===== src/rtl/axi_master_arbiter_w.sv =====
// Write-channel arbiter for two AXI masters sharing one slave port.
// Grants one master at a time, tracks its W beats against the latched AWLEN,
// and flags WLAST placement errors. The grant is released on the B handshake.
//
//   state | meaning
//   ------+-------------------------------------------------------------
//   IDLE  | no owner; arbitrate any pending AWVALID (round-robin on tie)
//   ADDR  | owner granted, AW handshake pending; W beats may run ahead
//   DATA  | AW accepted, waiting for the WLAST beat
//   RESP  | data phase done, waiting for the B handshake
module axi_master_arbiter_w #(
  parameter int LEN_W = 8
) (
  input  logic             ACLK,
  input  logic             ARESETn,
  input  logic             m0_AWVALID,
  input  logic [LEN_W-1:0] m0_AWLEN,
  input  logic             m1_AWVALID,
  input  logic [LEN_W-1:0] m1_AWLEN,
  input  logic             awready,
  input  logic             wvalid,
  input  logic             wready,
  input  logic             wlast,
  input  logic             bvalid,
  input  logic             bready,
  output logic             w_m0_wgrnt,
  output logic             w_m1_wgrnt,
  output logic             busy,
  output logic             wlast_err
);

  localparam logic [1:0] IDLE = 2'd0;
  localparam logic [1:0] ADDR = 2'd1;
  localparam logic [1:0] DATA = 2'd2;
  localparam logic [1:0] RESP = 2'd3;

  logic [1:0]       state;
  logic [1:0]       state_nxt;
  logic             last_m1;
  logic [LEN_W-1:0] len_q;
  logic [LEN_W:0]   beat_cnt;
  logic [LEN_W:0]   len_ext;
  logic             wlast_seen;
  logic             req_any;
  logic             pick_m1;
  logic             granted;
  logic             beat;
  logic             aw_hs;
  logic             b_hs;
  logic             beat_err;

  assign req_any = m0_AWVALID | m1_AWVALID;
  // m1 wins when it is the only requester, or on a tie when m0 was served last.
  assign pick_m1 = m1_AWVALID & (~m0_AWVALID | ~last_m1);
  assign granted = w_m0_wgrnt | w_m1_wgrnt;
  assign beat    = wvalid & wready & granted & ((state == ADDR) | (state == DATA));
  assign aw_hs   = (state == ADDR) & awready &
                   ((w_m0_wgrnt & m0_AWVALID) | (w_m1_wgrnt & m1_AWVALID));
  assign b_hs    = (state == RESP) & bvalid & bready;
  assign len_ext = {1'b0, len_q};
  // Missing WLAST fires only at the exact final beat, so overrun beats stay quiet.
  assign beat_err = beat & (((beat_cnt == len_ext) & ~wlast) |
                            (wlast & (beat_cnt < len_ext)));

  // Next-state selection.
  always_comb begin
    state_nxt = state;
    case (state)
      IDLE: if (req_any) state_nxt = ADDR;
      ADDR: if (aw_hs) state_nxt = (wlast_seen | (beat & wlast)) ? RESP : DATA;
      DATA: if (beat & wlast) state_nxt = RESP;
      RESP: if (b_hs) state_nxt = IDLE;
      default: state_nxt = IDLE;
    endcase
  end

  // State register with busy registered alongside it.
  always_ff @(posedge ACLK) begin
    if (!ARESETn) begin
      state <= IDLE;
      busy  <= 1'b0;
    end else begin
      state <= state_nxt;
      busy  <= (state_nxt != IDLE);
    end
  end

  // Grant issue/release and the round-robin pointer.
  always_ff @(posedge ACLK) begin
    if (!ARESETn) begin
      w_m0_wgrnt <= 1'b0;
      w_m1_wgrnt <= 1'b0;
      last_m1    <= 1'b1;
    end else if ((state == IDLE) && req_any) begin
      w_m0_wgrnt <= ~pick_m1;
      w_m1_wgrnt <= pick_m1;
    end else if (b_hs) begin
      w_m0_wgrnt <= 1'b0;
      w_m1_wgrnt <= 1'b0;
      last_m1    <= w_m1_wgrnt;
    end
  end

  // Burst bookkeeping: latched length, beat count, early-WLAST flag.
  always_ff @(posedge ACLK) begin
    if (!ARESETn) begin
      len_q      <= '0;
      beat_cnt   <= '0;
      wlast_seen <= 1'b0;
    end else if ((state == IDLE) && req_any) begin
      len_q      <= pick_m1 ? m1_AWLEN : m0_AWLEN;
      beat_cnt   <= '0;
      wlast_seen <= 1'b0;
    end else if (beat) begin
      beat_cnt <= beat_cnt + (LEN_W+1)'(1);
      if (wlast && (state == ADDR)) wlast_seen <= 1'b1;
    end
  end

  // One-cycle error pulse following the offending beat.
  always_ff @(posedge ACLK) begin
    if (!ARESETn) wlast_err <= 1'b0;
    else          wlast_err <= beat_err;
  end

endmodule


===== config.mk =====
export PLATFORM = sky130hd
export DESIGN_NAME = axi_master_arbiter_w
export DESIGN_NICKNAME = d
export VERILOG_FILES = /design/src/rtl/axi_master_arbiter_w.sv
export SDC_FILE = /design/constraint.sdc
export NUM_CORES = 1
export LEC_CHECK = 0
export ABC_AREA = 0
export BUFFER_PORTS_ARGS = -buffer_cell sky130_fd_sc_hd__buf_2
export CAP_MARGIN = 0
export CORE_UTILIZATION = 60
export CTS_BUF_LIST = sky130_fd_sc_hd__clkbuf_8
export DETAILED_ROUTE_END_ITERATION = 8
export HOLD_SLACK_MARGIN = 0.12
export PLACE_DENSITY = 0.95
export SLEW_MARGIN = 20
export SYNTH_ARGS = -nofsm -noshare
export SYNTH_HDL_FRONTEND = slang
export SYNTH_SLANG_ARGS = --single-unit

===== constraint.sdc =====
create_clock -name ACLK -period 3.72 [get_ports ACLK]
set_input_delay 0.744 -clock ACLK [delete_from_list [all_inputs] [get_ports ACLK]]
set_output_delay 0.744 -clock ACLK [all_outputs]
set_load 0.02 [all_outputs]

* After elaboration in Yosys (flattened, before gate mapping)
Index checks and enable logic that the tools add are counted.
** Storage, ports and cells
- Register bits :: 25
- Bits of input ports :: 26
** Cells by class
- Equality and inequality tests :: 4
- Bitwise operators :: 27
- Magnitude comparators :: 1
- Reduce and logical (&&, ||, !) cells :: 8
- Muxes and demuxes :: 10
- $add $sub $neg :: 1
** Operator list (number)
- $and 1x1->1 :: 14
- $add 9x1->9 const B :: 1
- $eq 9x8->1 :: 1
- $lt 9x8->1 :: 1
- $mux 2 :: 4
- $mux 8 :: 1
- $pmux 2 s4 :: 1
- $or 1x1->1 :: 7
- $not 1->1 :: 6
- $eq 2x2->1 const B :: 2
- $mux 1 :: 4
- $reduce_and 2->1 :: 2
- $reduce_bool 2->1 :: 2
- $eq 2x1->1 const B :: 1
- $logic_and 1x1->1 :: 2
- $logic_not 2->1 :: 1
- $reduce_or 2->1 :: 1

* Longest topological paths before layout
Gate-level depths: netlist of run 1.
- Word-level depth :: 9
- Depth in mapped cells :: 6
- Mapped depth without buffers :: 6

* Least setup slack after synthesis of run 1
No wires, ideal clock.
- Kind :: register -> register
- Start point :: reg state[0]
- End point :: reg beat_cnt[8]
- Stages on the path, launching flop included :: 7
- Buffers on the path :: 0
- Arrival :: 1.557 ns
- Slack :: 2.093 ns
- Required time :: 3.649 ns
- Cells stage by stage :: dfxtp_1 inv_1 ha_1 o2111a_2 nand3_2 or3_1 a21oi_1
** Between the ends
- Word-level cells in the longest chain between the ends :: 3
- Elaborated cells on any way between the ends :: 7
- Classes of those cells :: eq/ne (2); bitwise (2); reduce/logical (3)
** Ends and longest elaborated chain
- start: declaration :: line 37 : logic [1:0] state;
- start signal: assignment :: line 83 : state <= state_nxt;
- $eq 2x1->1 (tied with other cells) :: line 56 : assign beat = wvalid & wready & granted & ((state == ADDR) | (state == DATA));
- $or 1x1->1 or $logic_and 1x1->1 (tied branches) :: line 56, 110
- $and 1x1->1 or $reduce_or 2->1 (tied branches)
- end signal: assignment :: line 115 : beat_cnt <= beat_cnt + (LEN_W+1)'(1);
- end: declaration :: line 41 : logic [LEN_W:0] beat_cnt;
Several ways; a longest one is shown, not always the timed one.
A chain may end at the register's enable or synchronous reset.

* Worst setup path in the final report of run 1
- Start point :: reg state[1]
- End point :: reg beat_cnt[3]
The elaborated chain is that of the path after synthesis.

==> results.yml, run 1 <==
timing:
  rsz0062_at_grt: "false"
  min_period_over_period_pct: 51.40
  postLayoutSetupSlackWorst_ns: 1.808
  finalSetupViolCount: 0
  fmax_mhz: 523.0
  finalMaxSlewViolations: 0
  finClkSkew_ns: 0.002397
  worst_pin_slew_ns: 0.6183
  slew_headroom_pct: 58.74
  fin_crit_ns: 1.912
  finalHoldViolations: 0
  setup_tns_ns: 0
critical_path:
  r2r_setup_slack_ns: 1.81
  worstRegToRegCells: 5
  end_kind: "register"
  crit_required_ns: 3.92
  critPathArrivalTime_ns: 2.11
  crit_fanout: 7
  critPathLaunchType: "register"
  crit_type: "register to register"
  r2r_end: "beat_cnt[3]"
  reg2reg_from: "state[1]"
final_layout:
  drive_gt1_share_pct: 21.93
  fin_area_um2: 1577
  num_antenna_cells: 0
  num-fill-cells: 145
  area_growth_pct: 16.02
  nets: 228
clocking:
  numCtsBuffers: 3
  clk_pin_slew_worst_paths_ns: 0.08
  hold_buffers: 0
  cts_tree: "yes"
  cts_setup_buffers: 0
  post_cts_resized: 0
  h-tree-depth: 1
  clock-sinks: 25
  cts-root-buf: "clkbuf_8"
  ctsLongestPathBuffers: 2
  clock_latency_ns: 0.27
detailed_routing:
  wl_per_cell_um: 14.59
  drt_pre_antenna_iters: 4
  viasPerCell: 6.126
  drt-initial-drc-count: 50
  wl_mm: 3.122
  final_antenna_net_count: 0
  drc: 0
  vias: 1311
placed_design:
  place_ws_ns: 1.785
  portBuffers: 29
  gp_congestion: 0.8381
  postPlaceCellArea_um2: 1530
  hpwlAfterDp_mm: 2.459
global_routing:
  antenna_found_initial: 0
  gr-total-overflow: 0
  grt_first_pass_wirelength_mm: 5.513
  grt_start_max_net_pins: 15
  grt_util_all_layers_pct: 28.97
  grt_pass1_vias: 1288
power:
  power.leakage_nw: 0.6925
  vdd_ir_drop_max_mv: 0.4407
  powerDensity_nw_per_um2: 523.4
synthesis:
  synth_top_flop_cell: "dfxtp_1"
  syn-cell-area_um2: 1359
  synth-edff-count: 0
  ys_ff_latch: 25
  syn_nets: 196
  netlist_instances: 156
  synth_top_area_share_pct: 36.83
  avgSynthCellArea_um2: 8.710
  ys_types: 38
  synth_area_leaders: "dfxtp_1 (37%), ha_1 (13%), a222oi_1 (5.2%), nor2_1 (5.0%), inv_1 (3.9%)"
  yosysTopAreaCell: "dfxtp_1"
  ys_warn_count: 0
  yosysSeqAreaShare_pct: 36.83
  async_flop_share_pct: 0
floorplanning:
  io_pins: 30
  die_area_um2: 2459
  die_w_um: 49.59
  die_y_um: 49.59
  rows: 16
  core_um2: 2042
  start_util_pct: 66.54
min_path:
  min_path_cells: 1
  worstHoldEndpoint: "wlast_err"
  min_from: "beat_cnt[8]"
  hold_class: "register to register"
status:
  status: "finished clean"
run:
  maxCapViolCount: 0
-- power breakdown --
group	internal [mW]	leakage (nW)	switching, mW
registers	0.307	0.204	0.0303
clock network	0.0751	0.0255	0.0851
logic	0.133	0.463	0.195
-- cell usage in the layout, fill, tap and decap left out, types with 3 or more instances in the layout --
| cell | instances |
|---|---|
| inv_1 | 14 |
| dfxtp_1 | 25 |
| buf_2 | 29 |
| nand2_1 | 12 |
| nand3_1 | 4 |
| nand4_1 | 5 |
| clkbuf_8 | 3 |
| o21ai_0 | 4 |
| xor2_1 | 3 |
| ha_1 | 14 |
| or3_1 | 3 |
| a222oi_1 | 7 |
| o22ai_1 | 3 |
| a21oi_1 | 10 |
| nor2_1 | 18 |
-- worst max-delay path: stages, from the launching register on --
cell and delay (ns):
dfxtp_1 0.43, inv_1 0.11, ha_1 0.33, o2111ai_1 0.33
or3_1 0.45, a21oi_1 0.18
-- metrics by stage --
| step | total power, mW | hold slack [ns] | utilization (%) | cells |
|---|---|---|---|---|
| global placement | 0.6367 | 0.4506 | 74.94 | 210 |
| global route | 0.8803 | 0.4976 | 77.21 | 214 |
| floorplan | 0.5748 | 0.4160 | - | 156 |
| detailed placement | 0.6635 | 0.4620 | 74.94 | 210 |
| finish | 0.8251 | 0.4595 | 77.21 | 214 |
| CTS | 0.8221 | 0.4642 | 77.21 | 214 |
-- flip-flops by register name, summed over array words and instances (netlist names) --
signal and cells:
beat_cnt 9, len_q 8, state 2, busy 1
last_m1 1, w_m0_wgrnt 1, w_m1_wgrnt 1, wlast_err 1
wlast_seen 1
-- per-layer routing --
| layer | global-route usage [%] | vias to the layer above | share of wire [%] |
|---|---|---|---|
| li1 | - | 637 | - |
| met1 | 33.65 | 622 | 42 |
| met2 | 52.48 | 47 | 51 |
| met3 | 5.556 | 5 | 5.0 |
| met4 | 9.524 | 0 | 1.4 |
| met5 | 0 | - | 0 |
-- layout make-up --
class	instances	area, um^2	area share, %
timing repair buffer	29	145.1	9.206
inverter	14	52.55	3.333
multi-input combinational	115	798.3	50.64
sequential	25	500.5	31.75
clock buffer	3	41.29	2.619
tap	27	33.78	2.143
clock inverter	1	5.005	0.3175
-- kinds of logic after synthesis --
kind of cell | Yosys count | share of synthesized area [%]
AOI/OAI and AO/OA | 43 | 23.48
and+or+nand+nor | 52 | 18.42
muxes | 1 | 0.7367
DFF | 25 | 36.83
adders and majority gates | 14 | 12.89
buffers and inverters | 16 | 4.420
xor gates and xnor gates | 5 | 3.223
-- synthesized netlist by cell type, types with 2 or more instances --
cell type   n
nor2_1     18
xnor2_1     2
xor2_1      3
nand4_1     5
nand2b_1    2
and2_1      2
clkbuf_1    2
nor3_1      2
inv_1      14
a21oi_1    10
nand3_1     4
dfxtp_1    25
or3_1       3
nand2_1    12
o22ai_1     3
a22oi_1     2
o211ai_1    2
ha_1       14
a222oi_1    7
o21ai_0     4
a21o_1      2
a21oi_2     2
-- how the worst max path moves through the flow --
stage               startpoint          end  slack (ns)
finish                state[1]  beat_cnt[3]        1.81
global route          state[1]  beat_cnt[5]        1.71
CTS                   state[1]  beat_cnt[3]        1.84
detailed placement  m0_AWVALID  beat_cnt[3]        1.79
global placement    m0_AWVALID     len_q[7]        1.91
floorplan             state[0]  beat_cnt[8]        2.09
Power figures use the tool's default switching activity.
==> run 2: changes to the inputs <==
CORE_UTILIZATION = 50   (was 60)
PLACE_DENSITY = 0.85   (was 0.95)
clock period = 1.67 ns   (was 3.72 ns; I/O delays follow)
==> run 2 against run 1 <==
Effect of this change: the run now ends with setup timing left; non-clock buffer count rose by 9; global-route usage fell by 1.4 points; critical path type unchanged; critical endpoint is now wlast_err; sequential power rose by 120%; first-iteration DRC count rose by 130%.
==> results.yml, run 2 (synthesized netlist as in run 1, its figures left out) <==
clocking:
  ctsLongestPathBuffers: 2
  cts_tree: "yes"
  clock_latency_ns: 0.27
  clock-sinks: 25
  cts-root-buf: "clkbuf_8"
  clk_pin_slew_worst_paths_ns: 0.08
  numCtsBuffers: 3
  hold_buffers: 0
  h-tree-depth: 1
global_routing:
  met1_usage_pct: 31.18
  grt_util_all_layers_pct: 27.58
  use_met2_pct: 47.97
  grt_busiest_layer: "met2"
  grt_first_pass_wirelength_mm: 5.754
  grt_start_max_net_pins: 15
  grt_pass1_vias: 1339
  use_met3_pct: 5.650
  antenna_found_initial: 0
  gr-total-overflow: 0
timing:
  finalSetupViolCount: 1
  min_period_over_period_pct: 105.8
  finalMaxSlewViolations: 0
  worst_pin_slew_ns: 0.4662
  fin_crit_ns: 1.767
  finalHoldViolations: 0
  postLayoutSetupSlackWorst_ns: -0.09738
  finClkSkew_ns: 0.006164
  setup_tns_ns: -0.09738
  rsz0062_at_grt: "true"
  fmax_mhz: 565.8
  slew_headroom_pct: 68.92
critical_path:
  cp_slowest_cell: "a2111oi_2"
  critPathLaunchType: "register"
  crit_type: "register to register"
  cp_cell_sequence: "inv_1 -> ha_4 -> a21o_1 -> a21oi_2 -> o211ai_1 -> a2111oi_2"
  crit_required_ns: 1.82
  end_kind: "register"
  reg2reg_from: "len_q[6]"
  crit_fanout: 2
  critPathArrivalTime_ns: 1.92
  startpoint: "len_q[6]"
  slowest_delay_ns: 0.39
floorplanning:
  die_area_um2: 2930
  io_pins: 30
  die_w_um: 54.13
  die_y_um: 54.13
  start_util_pct: 53.87
  rows: 18
  core_um2: 2522
final_layout:
  num-fill-cells: 166
  largest_reg_flops: 9
  max_flop_register: "beat_cnt"
  nets: 237
  num_antenna_cells: 0
  drive_gt1_share_pct: 43.88
  final_common_cell: "buf_2"
  final_cell_mix: "buf_2 (29), nor2_1 (17), dfxtp_1 (14)"
  reg.largest.list: "beat_cnt x9, len_q x8, state x2"
  area_growth_pct: 33.43
  fin_cells: 226
placed_design:
  gp_congestion: 0.9293
  hpwlAfterDp_mm: 2.625
  placed_cells: 220
  portBuffers: 29
power:
  powerDensity_nw_per_um2: 1190
  vdd_ir_drop_max_mv: 0.9687
  power.leakage_nw: 0.7563
detailed_routing:
  drc: 0
  vias: 1464
  drt-initial-drc-count: 113
  wl_per_cell_um: 18.55
  final_antenna_net_count: 0
  viasPerCell: 6.478
  drt_pre_antenna_iters: 5
  wl_mm: 4.192
min_path:
  hold_class: "input port to register"
  min_from: "ARESETn"
run:
  maxCapViolCount: 0
status:
  status: "complete, but fails checks"
  violations: "setup timing"
## run 2: changes by cell type in the layout (fill, tap and decap cells not counted), sizes merged
cell	change
buf	+9
## run 2: where the power goes
group | total, mW | switching [mW] | internal, mW
logic | 1.04 | 0.573 | 0.466
registers | 0.758 | 0.0651 | 0.693
clock network | 0.362 | 0.195 | 0.167
total | 2.16 | 0.833 | 1.33
## run 2: worst max-delay path, delay by kind of cell, from the launching register on
kind	cells	cell delay (ns)
AO/OA/AOI/OAI	4	0.98
flip-flops	1	0.33
adder cells (fa/ha/maj)	1	0.23
buffers and inverters	1	0.11
## run 2: layout make-up
cell class | count | area (um^2) | share of cell area [%]
Sequential cell | 25 | 514.2 | 28.36
Timing Repair Buffer | 38 | 212.7 | 11.73
Multi-Input combinational cell | 115 | 949.7 | 52.38
Clock buffer | 3 | 41.29 | 2.277
Clock inverter | 1 | 5.005 | 0.2761
Tap cell | 30 | 37.54 | 2.070
Inverter | 14 | 52.55 | 2.899
## run 2: final timing paths
path / depth (start not counted) / slack [ns] / endpoint
max reg2reg: 6 / -0.1 / wlast_err
max: 6 / -0.1 / wlast_err
min reg2reg: 2 / 0.49 / len_q[7]
min: 2 / 0.24 / last_m1
## run 2: repair_timing
item	in CTS	in global routing
gates cloned	0	0
endpoints found under the hold margin	0	0
pin swaps	3	12
setup buffers	1	1
setup endpoints to repair	3	9
resized for setup	6	34
## run 2: metrics by stage
step           instance area, um^2  hold slack [ns]  worst slack, ns  power (mW)  utilization, %
6_report                      1813           0.2447         -0.09738       2.158           71.88
5_1_grt                       1813           0.2447          -0.1509       2.265           71.88
4_1_cts                       1662           0.2478         -0.01636       1.896           65.87
3_5_place_dp                  1587           0.4659          -0.1076       1.527           62.90
3_3_place_gp                  1587           0.4514          0.01490       1.471           62.90
2_1_floorplan                 1359           0.3959          0.04293       1.280               -
## run 2: per-layer routing
layer  share of wire (%)  vias to the layer above  routed length, um
met5                   0                        -                  0
met4                 4.7                        0                195
met3                 9.7                       29                405
met2                  49                      108               2075
met1                  36                      671               1516
li1                    -                      656                  -
